**src/rtl/decoder_n_seq.sv**
```systemverilog
// rtl/decoder_n_seq.sv - registered N-to-2^N decoder with one-hot, thermometer and self-timed scan modes
module decoder_n_seq #(
    parameter int N    = 2,
    parameter int HOLD = 4
) (
    input  logic            clk,
    input  logic            rst_n,
    input  logic            en,
    input  logic [1:0]      mode,
    input  logic [N-1:0]    sel,
    input  logic            load,
    output logic [2**N-1:0] y,
    output logic            valid,
    output logic [N-1:0]    idx,
    output logic            wrap
);
    localparam int L  = 2**N;
    localparam int DW = (HOLD > 1) ? $clog2(HOLD) : 1;
    localparam logic [DW-1:0] DWELL_LAST = DW'(HOLD - 1);
    localparam logic [N-1:0]  IDX_LAST   = {N{1'b1}};

    typedef enum logic [1:0] {
        MODE_ONEHOT = 2'b00,
        MODE_THERM  = 2'b01,
        MODE_SCAN   = 2'b10,
        MODE_RSVD   = 2'b11
    } mode_e;

    mode_e mode_w;
    assign mode_w = mode_e'(mode);

    logic [L-1:0]  y_q, y_d;
    logic          valid_q, valid_d;
    logic [N-1:0]  idx_q, idx_d;
    logic [DW-1:0] dwell_q, dwell_d;
    logic          wrap_q, wrap_d;
    // Set once an enabled scan edge has shown an index; cleared by any
    // other enabled mode so the next scan entry restarts at index 0.
    logic          active_q, active_d;

    function automatic logic [L-1:0] onehot(input logic [N-1:0] v);
        logic [L-1:0] r;
        r    = '0;
        r[v] = 1'b1;
        return r;
    endfunction

    function automatic logic [L-1:0] therm(input logic [N-1:0] v);
        logic [L-1:0] r;
        for (int i = 0; i < L; i++) begin
            r[i] = (i <= int'(v));
        end
        return r;
    endfunction

    // Next-state decode for all modes; en low freezes scan state and blanks the output.
    always_comb begin
        y_d      = '0;
        valid_d  = 1'b0;
        idx_d    = idx_q;
        dwell_d  = dwell_q;
        wrap_d   = 1'b0;
        active_d = active_q;
        if (en) begin
            case (mode_w)
                MODE_ONEHOT: begin
                    y_d      = onehot(sel);
                    valid_d  = 1'b1;
                    idx_d    = '0;
                    dwell_d  = '0;
                    active_d = 1'b0;
                end
                MODE_THERM: begin
                    y_d      = therm(sel);
                    valid_d  = 1'b1;
                    idx_d    = '0;
                    dwell_d  = '0;
                    active_d = 1'b0;
                end
                MODE_SCAN: begin
                    valid_d  = 1'b1;
                    active_d = 1'b1;
                    if (load) begin
                        // load wins over dwell expiry and never reports a wrap
                        idx_d   = sel;
                        dwell_d = '0;
                    end else if (!active_q) begin
                        // entry edge: index 0 starts its first dwell cycle
                        idx_d   = '0;
                        dwell_d = '0;
                    end else if (dwell_q == DWELL_LAST) begin
                        idx_d   = idx_q + N'(1);
                        dwell_d = '0;
                        wrap_d  = (idx_q == IDX_LAST);
                    end else begin
                        dwell_d = dwell_q + DW'(1);
                    end
                    y_d = onehot(idx_d);
                end
                default: begin
                    idx_d    = '0;
                    dwell_d  = '0;
                    active_d = 1'b0;
                end
            endcase
        end
    end

    // Output and scan-state registers with asynchronous active-low reset.
    always_ff @(posedge clk or negedge rst_n) begin
        if (!rst_n) begin
            y_q      <= '0;
            valid_q  <= 1'b0;
            idx_q    <= '0;
            dwell_q  <= '0;
            wrap_q   <= 1'b0;
            active_q <= 1'b0;
        end else begin
            y_q      <= y_d;
            valid_q  <= valid_d;
            idx_q    <= idx_d;
            dwell_q  <= dwell_d;
            wrap_q   <= wrap_d;
            active_q <= active_d;
        end
    end

    assign y     = y_q;
    assign valid = valid_q;
    assign idx   = idx_q;
    assign wrap  = wrap_q;

endmodule

```
**config.mk**
```make
export PLATFORM = sky130hd
export DESIGN_NAME = decoder_n_seq
export DESIGN_NICKNAME = d
export VERILOG_FILES = /design/src/rtl/decoder_n_seq.sv
export SDC_FILE = /design/constraint.sdc
export NUM_CORES = 1
export LEC_CHECK = 0
export CORE_UTILIZATION = 35
export DETAILED_ROUTE_END_ITERATION = 6
export PLACE_DENSITY_LB_ADDON = 0.08
export SLEW_MARGIN = 20
export SYNTH_ARGS = -nofsm -noshare
export SYNTH_HDL_FRONTEND = slang
export SYNTH_SLANG_ARGS = --single-unit
```
**constraint.sdc**
```tcl
create_clock -name clk -period 1.4 [get_ports clk]
set_input_delay 0.42 -clock clk [delete_from_list [all_inputs] [get_ports clk]]
set_output_delay 0.42 -clock clk [all_outputs]
set_load 0.005 [all_outputs]
```
# == Word level (Yosys, flattened, before mapping) ==
# Index checks and enable logic that the tools add are counted.
# W data, S select, Z words.
# word_totals
output_inout_bits,8
reg_bits,11
input_bits,8
# classes
n_eq_ne,4
reduce_logical,4
n_addsub,2
order_cmp,7
muxes,24
# ops
op,count
$mux W2,10
$pmux W4 S3,1
$mux W1,10
$eq A2 B2 Y1 const B,3
$lt A2 B3 Y1 const B,2
$add A2 B1 Y2 const B,2
$demux W1 S2,2
$ge A2 B1 Y1 const B,2
$le A2 B2 Y1 const A,2
$mux W4,1
$reduce_or A3 Y1,1
$eq A2 B1 Y1 const B,1
$le A1 B2 Y1 const A,1
$logic_and A1 B1 Y1,2
$logic_not A2 Y1,1

# == Depth between registers and ports, before layout ==
# Gate-level depths: netlist of run 1.
# depth
word_depth,12
ltp_mapped,4

# == Least setup slack after synthesis of run 1 ==
# No wires, ideal clock.
# synth_timing
kind,reg-to-reg
start,"register idx_q[0], in the netlist idx[0]"
end,"register y_q[1], in the netlist y[1]"
stages_incl_launch_ff,5
arrival_ns,1.305
n_path_buf,0
slack_ns,0.003
period_less_slack_ns,1.397
path_cell_list,dfrtp_1 ha_1 mux2_4 and2_4 o31ai_2
# synth_between
elab_chain_cells,12
elab_cells_between_ends,13
cone_classes,add/sub: 1; order compare: 2; mux: 9; reduce/logical: 1
# synth_rtl
element,line,text
start: declaration,34,"logic [N-1:0] idx_q, idx_d;"
start signal: assignment,121,idx_q <= idx_d;
$add A2 B1 Y2,92,idx_d = idx_q + N'(1);
$mux W2 *,91,end else if (dwell_q == DWELL_LAST) begin
$mux W2 *,87,end else if (!active_q) begin
$mux W2 *,83,if (load) begin
$mux W2 *,65,case (mode_w)
$mux W2 *,64,if (en) begin
$lt A2 B3 Y1 (implied by the code) / $ge A2 B1 Y1 (equally long branches),44,r[v] = 1'b1;
$logic_and A1 B1 Y1 (implied by the code),44,
$mux W1 (implied by the code),44,
$demux W1 S2 *,44,
$pmux W4 S3 *,65,
$mux W4 *,64,
via y_d[1],32,"logic [L-1:0] y_q, y_d;"
end signal: assignment,119,y_q <= y_d;
end: declaration,32,
# Mark *: on every way through the listed nets, which the timed path passes. The rest lies on a longest branch. The select of a mux whose other input is x is not followed.
# A chain may end at the register's enable or synchronous reset.

# == Worst setup path after layout of run 1 ==
# layout_timing
start,"register idx_q[0], in the netlist idx[0]"
end,"register idx_q[1], in the netlist idx[1]"
# layout_between
elab_chain_cells,7
# layout_rtl
element,line
$add A2 B1 Y2,92
$mux W2,91
$mux W2,87
$mux W2,83
$mux W2,65
$mux W2,64
$mux W2,65
# No other way between the ends. The select of a mux whose other input is x is not followed.

==> results of run 1 <==
-- cell families after synthesis --
| family | count (synthesis) | synth area share [%] |
|---|---|---|
| AO/OA/AOI/OAI | 14 | 21.72 |
| XOR/XNOR | 1 | 1.435 |
| buffers and inverters | 6 | 3.688 |
| adder cells (fa/ha/maj) | 2 | 4.098 |
| multiplexers | 3 | 6.147 |
| flip-flops | 11 | 45.08 |
| AND/OR/NAND/NOR | 18 | 17.83 |
-- flip-flops by register name (all words and copies together) (netlist names) --
name	count
idx	2
y	4
dwell_q	2
active_q	1
wrap	1
valid	1
-- layout make-up --
type                       count  share of cell area (%)
inverter                       5                   1.976
tap                           16                   2.108
timing repair buffer          30                   26.35
clock buffer                   4                   2.767
sequential                    11                   28.99
multi-input combinational     38                   37.81
-- routing by layer --
layer / part of all wire (%) / global-route usage, %
met5: 0 / 0
met4: 1.2 / 7.500
met3: 4.5 / 6.667
met2: 51 / 30.75
met1: 43 / 20.83
-- path summary, 6_finish.rpt --
kind | from | end | cells after the start
min reg2reg | active_q$_DFFE_PN0P_ | active_q$_DFFE_PN0P_ | 1
max | idx[0]$_DFFE_PN0P_ | idx[1]$_DFFE_PN0P_ | 5
min | rst_n | y[0]$_DFF_PN0_ | 2
max reg2reg | idx[0]$_DFFE_PN0P_ | idx[1]$_DFFE_PN0P_ | 5
min in group clk | active_q$_DFFE_PN0P_ | active_q$_DFFE_PN0P_ | 1
max in group asynchronous | rst_n | active_q$_DFFE_PN0P_ | 2
-- per-stage QoR --
| step | hold slack (ns) | total power [µW] | cells |
|---|---|---|---|
| 4_1_cts | 0.4390 | 715.6 | 104 |
| 2_1_floorplan | 0.1244 | 399.9 | 55 |
| 3_3_place_gp | 0.5178 | 491.1 | 98 |
| 6_report | 0.4337 | 713.0 | 104 |
| 3_5_place_dp | 0.5212 | 493.0 | 98 |
| 5_1_grt | 0.4470 | 755.2 | 104 |
-- power groups by stage --
stage	Combinational (µW)	Clock, µW	Sequential, µW
finish	154	221	337
CTS	153	226	336
floorplan	53.5	0	346
global route	168	249	339
detailed placement	150	0	343
global placement	148	0	344
-- timing repair --
item                                    4_1_cts  5_1_grt
resized for setup                            21        5
buffers inserted                              2        0
pin swaps                                     7        0
gates cloned                                  0        0
hold buffers                                  0        0
endpoints found under the setup margin       15        6
-- cells in the final DEF, fill, tap and decap left out, types with 2 or more instances in the layout --
| cell type | instances |
|---|---|
| nand2_1 | 4 |
| buf_6 | 2 |
| inv_1 | 5 |
| mux2_2 | 2 |
| dfrtp_1 | 11 |
| dlygate4sd2_1 | 10 |
| o31ai_2 | 3 |
| clkdlybuf4s50_1 | 2 |
| nor2_1 | 3 |
| nand2b_1 | 2 |
| buf_4 | 13 |
| clkbuf_4 | 3 |
| nand3_1 | 3 |
==> results.sh, run 1 <==
export IMPL_status="finished with violations"
export IMPL_violations="design-rule violations, negative setup slack"
export IMPL_tritoncts="done"
export IMPL_rsz0062_at_grt="yes"
export IMPL_boundaryPins=16
export IMPL_vias=535
export IMPL_worst_slack_ns=-0.008944
export IMPL_cts_made_buffers=3
export IMPL_finClkSkew_ns=0.004398
export IMPL_drive_gt1_share_pct=42.05
export IMPL_grt_pass1_wl_mm=2.456
export IMPL_pwr_share_comb_pct=21.6
export IMPL_syn_area_um2=610.6
export IMPL_yosysMostFrequentCell="dfrtp_1"
export IMPL_ys_ff_latch=11
export IMPL_irDropWorstVdd_mv=0.6266
export IMPL_final_min_clock_period_ns=1.409
export IMPL_relSlewSlack_pct=81.45
export IMPL_start_util_pct=39.17
export IMPL_finalSetupTns_ns=-0.02615
export IMPL_grt_total_usage_pct=18.28
export IMPL_antenna_found_initial=0
export IMPL_grt_max_degree=12
export IMPL_setup_viol=3
export IMPL_synth_edf_count=0
export IMPL_wl_per_cell_um=13.91
export IMPL_synth_top_area_cell="dfrtp_1"
export IMPL_rows=14
export IMPL_critPathLaunchType="flip-flop"
export IMPL_htreeDepth=1
export IMPL_async_flop_share_pct=100.0
export IMPL_hpwl_mm=1.060
export IMPL_fmax_ghz=0.7098
export IMPL_cts_path_max_buffers=2
export IMPL_synth_warnings=0
export IMPL_initialDrtViolationCount=8
export IMPL_critical_path_cell_chain="buf_6, ha_4, mux2_4, a32oi_2, o22ai_1"
export IMPL_tightest_slew_ns=0.2783
export IMPL_die_area_um2=1915
export IMPL_final_hold_viol_count=0
export IMPL_netlist_instances=55
export IMPL_nets=99
export IMPL_r2r_slack_ns=-0.009
export IMPL_portBuffers=15
export IMPL_clk_pin_slew_worst_paths_ns=0.07
export IMPL_drcViolationCount=3
export IMPL_path_max_fanout=3
export IMPL_cellPowerDensity_nw_per_um2=750.7
export IMPL_drt_wl_total_mm=1.447
export IMPL_synth_main_ff_cell="dfrtp_1"
export IMPL_internal_power_uw=525.8
export IMPL_cpLargestDelayFamily="flip-flops"
export IMPL_required_ns=1.55
export IMPL_p_sw_share_pct=26.25
export IMPL_coreArea_um2=1559
export IMPL_filler_cell_count=132
export IMPL_cp_end_kind="flip-flop"
export IMPL_dr_pass1_iters=6
export IMPL_n_antenna_cell=0
export IMPL_syn_to_final_growth_pct=55.53
export IMPL_grt_ovfl_total=0
export IMPL_post_drt_via_cell_ratio=5.144
export IMPL_syn_nets=65
export IMPL_fin_crit_sh_pct=100.6
export IMPL_grt_pass1_vias=534
export IMPL_ys_top_cells_by_area="dfrtp_1 (45%), ha_1 (4.1%), o31ai_2 (4.1%), mux2_2 (3.7%), inv_1 (3.1%)"
export IMPL_arrival_ns=1.56
export IMPL_multi_input_area_um2=359.1
export IMPL_p_sw_uw=187.2
export IMPL_p_leak_uw=0.0004622
export IMPL_finalMaxSlewViolations=0
export IMPL_synth_common_cells="dfrtp_1 (11), inv_1 (5), nand2_1 (4)"
export IMPL_clk_latency_ns=0.27
export IMPL_clock_power_share_pct=31.1
export IMPL_ys_types=29
export IMPL_maxCapViolCount=0
export IMPL_synth_seq_area_share_pct=45.08
export IMPL_power_frac_seq_pct=47.3
export IMPL_ant_nets=0
export IMPL_final_seq_area_um2=275.3
export IMPL_synth_area_per_cell_um2=11.10
export IMPL_gp_congestion=0.7179
export IMPL_clock_sinks=11
export IMPL_cts_root_buf="clkbuf_4"
export IMPL_dp_slack_ns=-0.3248
export IMPL_finish_utilization_pct=60.91
export IMPL_die_h_um=43.77
export IMPL_crit_path_top_delay_cell="dfrtp_1"
export IMPL_min_path_type="input port to asynchronous set/reset pin"
export IMPL_worst_path_buf_inv=1
export IMPL_placed_area_um2=874.6
export IMPL_crit_type="flip-flop to flip-flop"
export IMPL_fin_area_um2=949.7
export IMPL_die_w_um=43.77
export IMPL_max_stage_delay_ns=0.39
export IMPL_synth_top_area_share_pct=45.08
Note: power is estimated with default switching activity, not from simulation.
==> inputs of run 2 (changes only) <==
--- a/config.mk
+++ b/config.mk
@@ -7,6 +7,7 @@
 export LEC_CHECK = 0
 export CORE_UTILIZATION = 35
 export DETAILED_ROUTE_END_ITERATION = 6
+export HOLD_SLACK_MARGIN = 0.03
 export PLACE_DENSITY_LB_ADDON = 0.08
 export SLEW_MARGIN = 20
 export SYNTH_ARGS = -nofsm -noshare
==> results of run 2 <==
Final layout, timing and power as in run 1 (identical DEF).
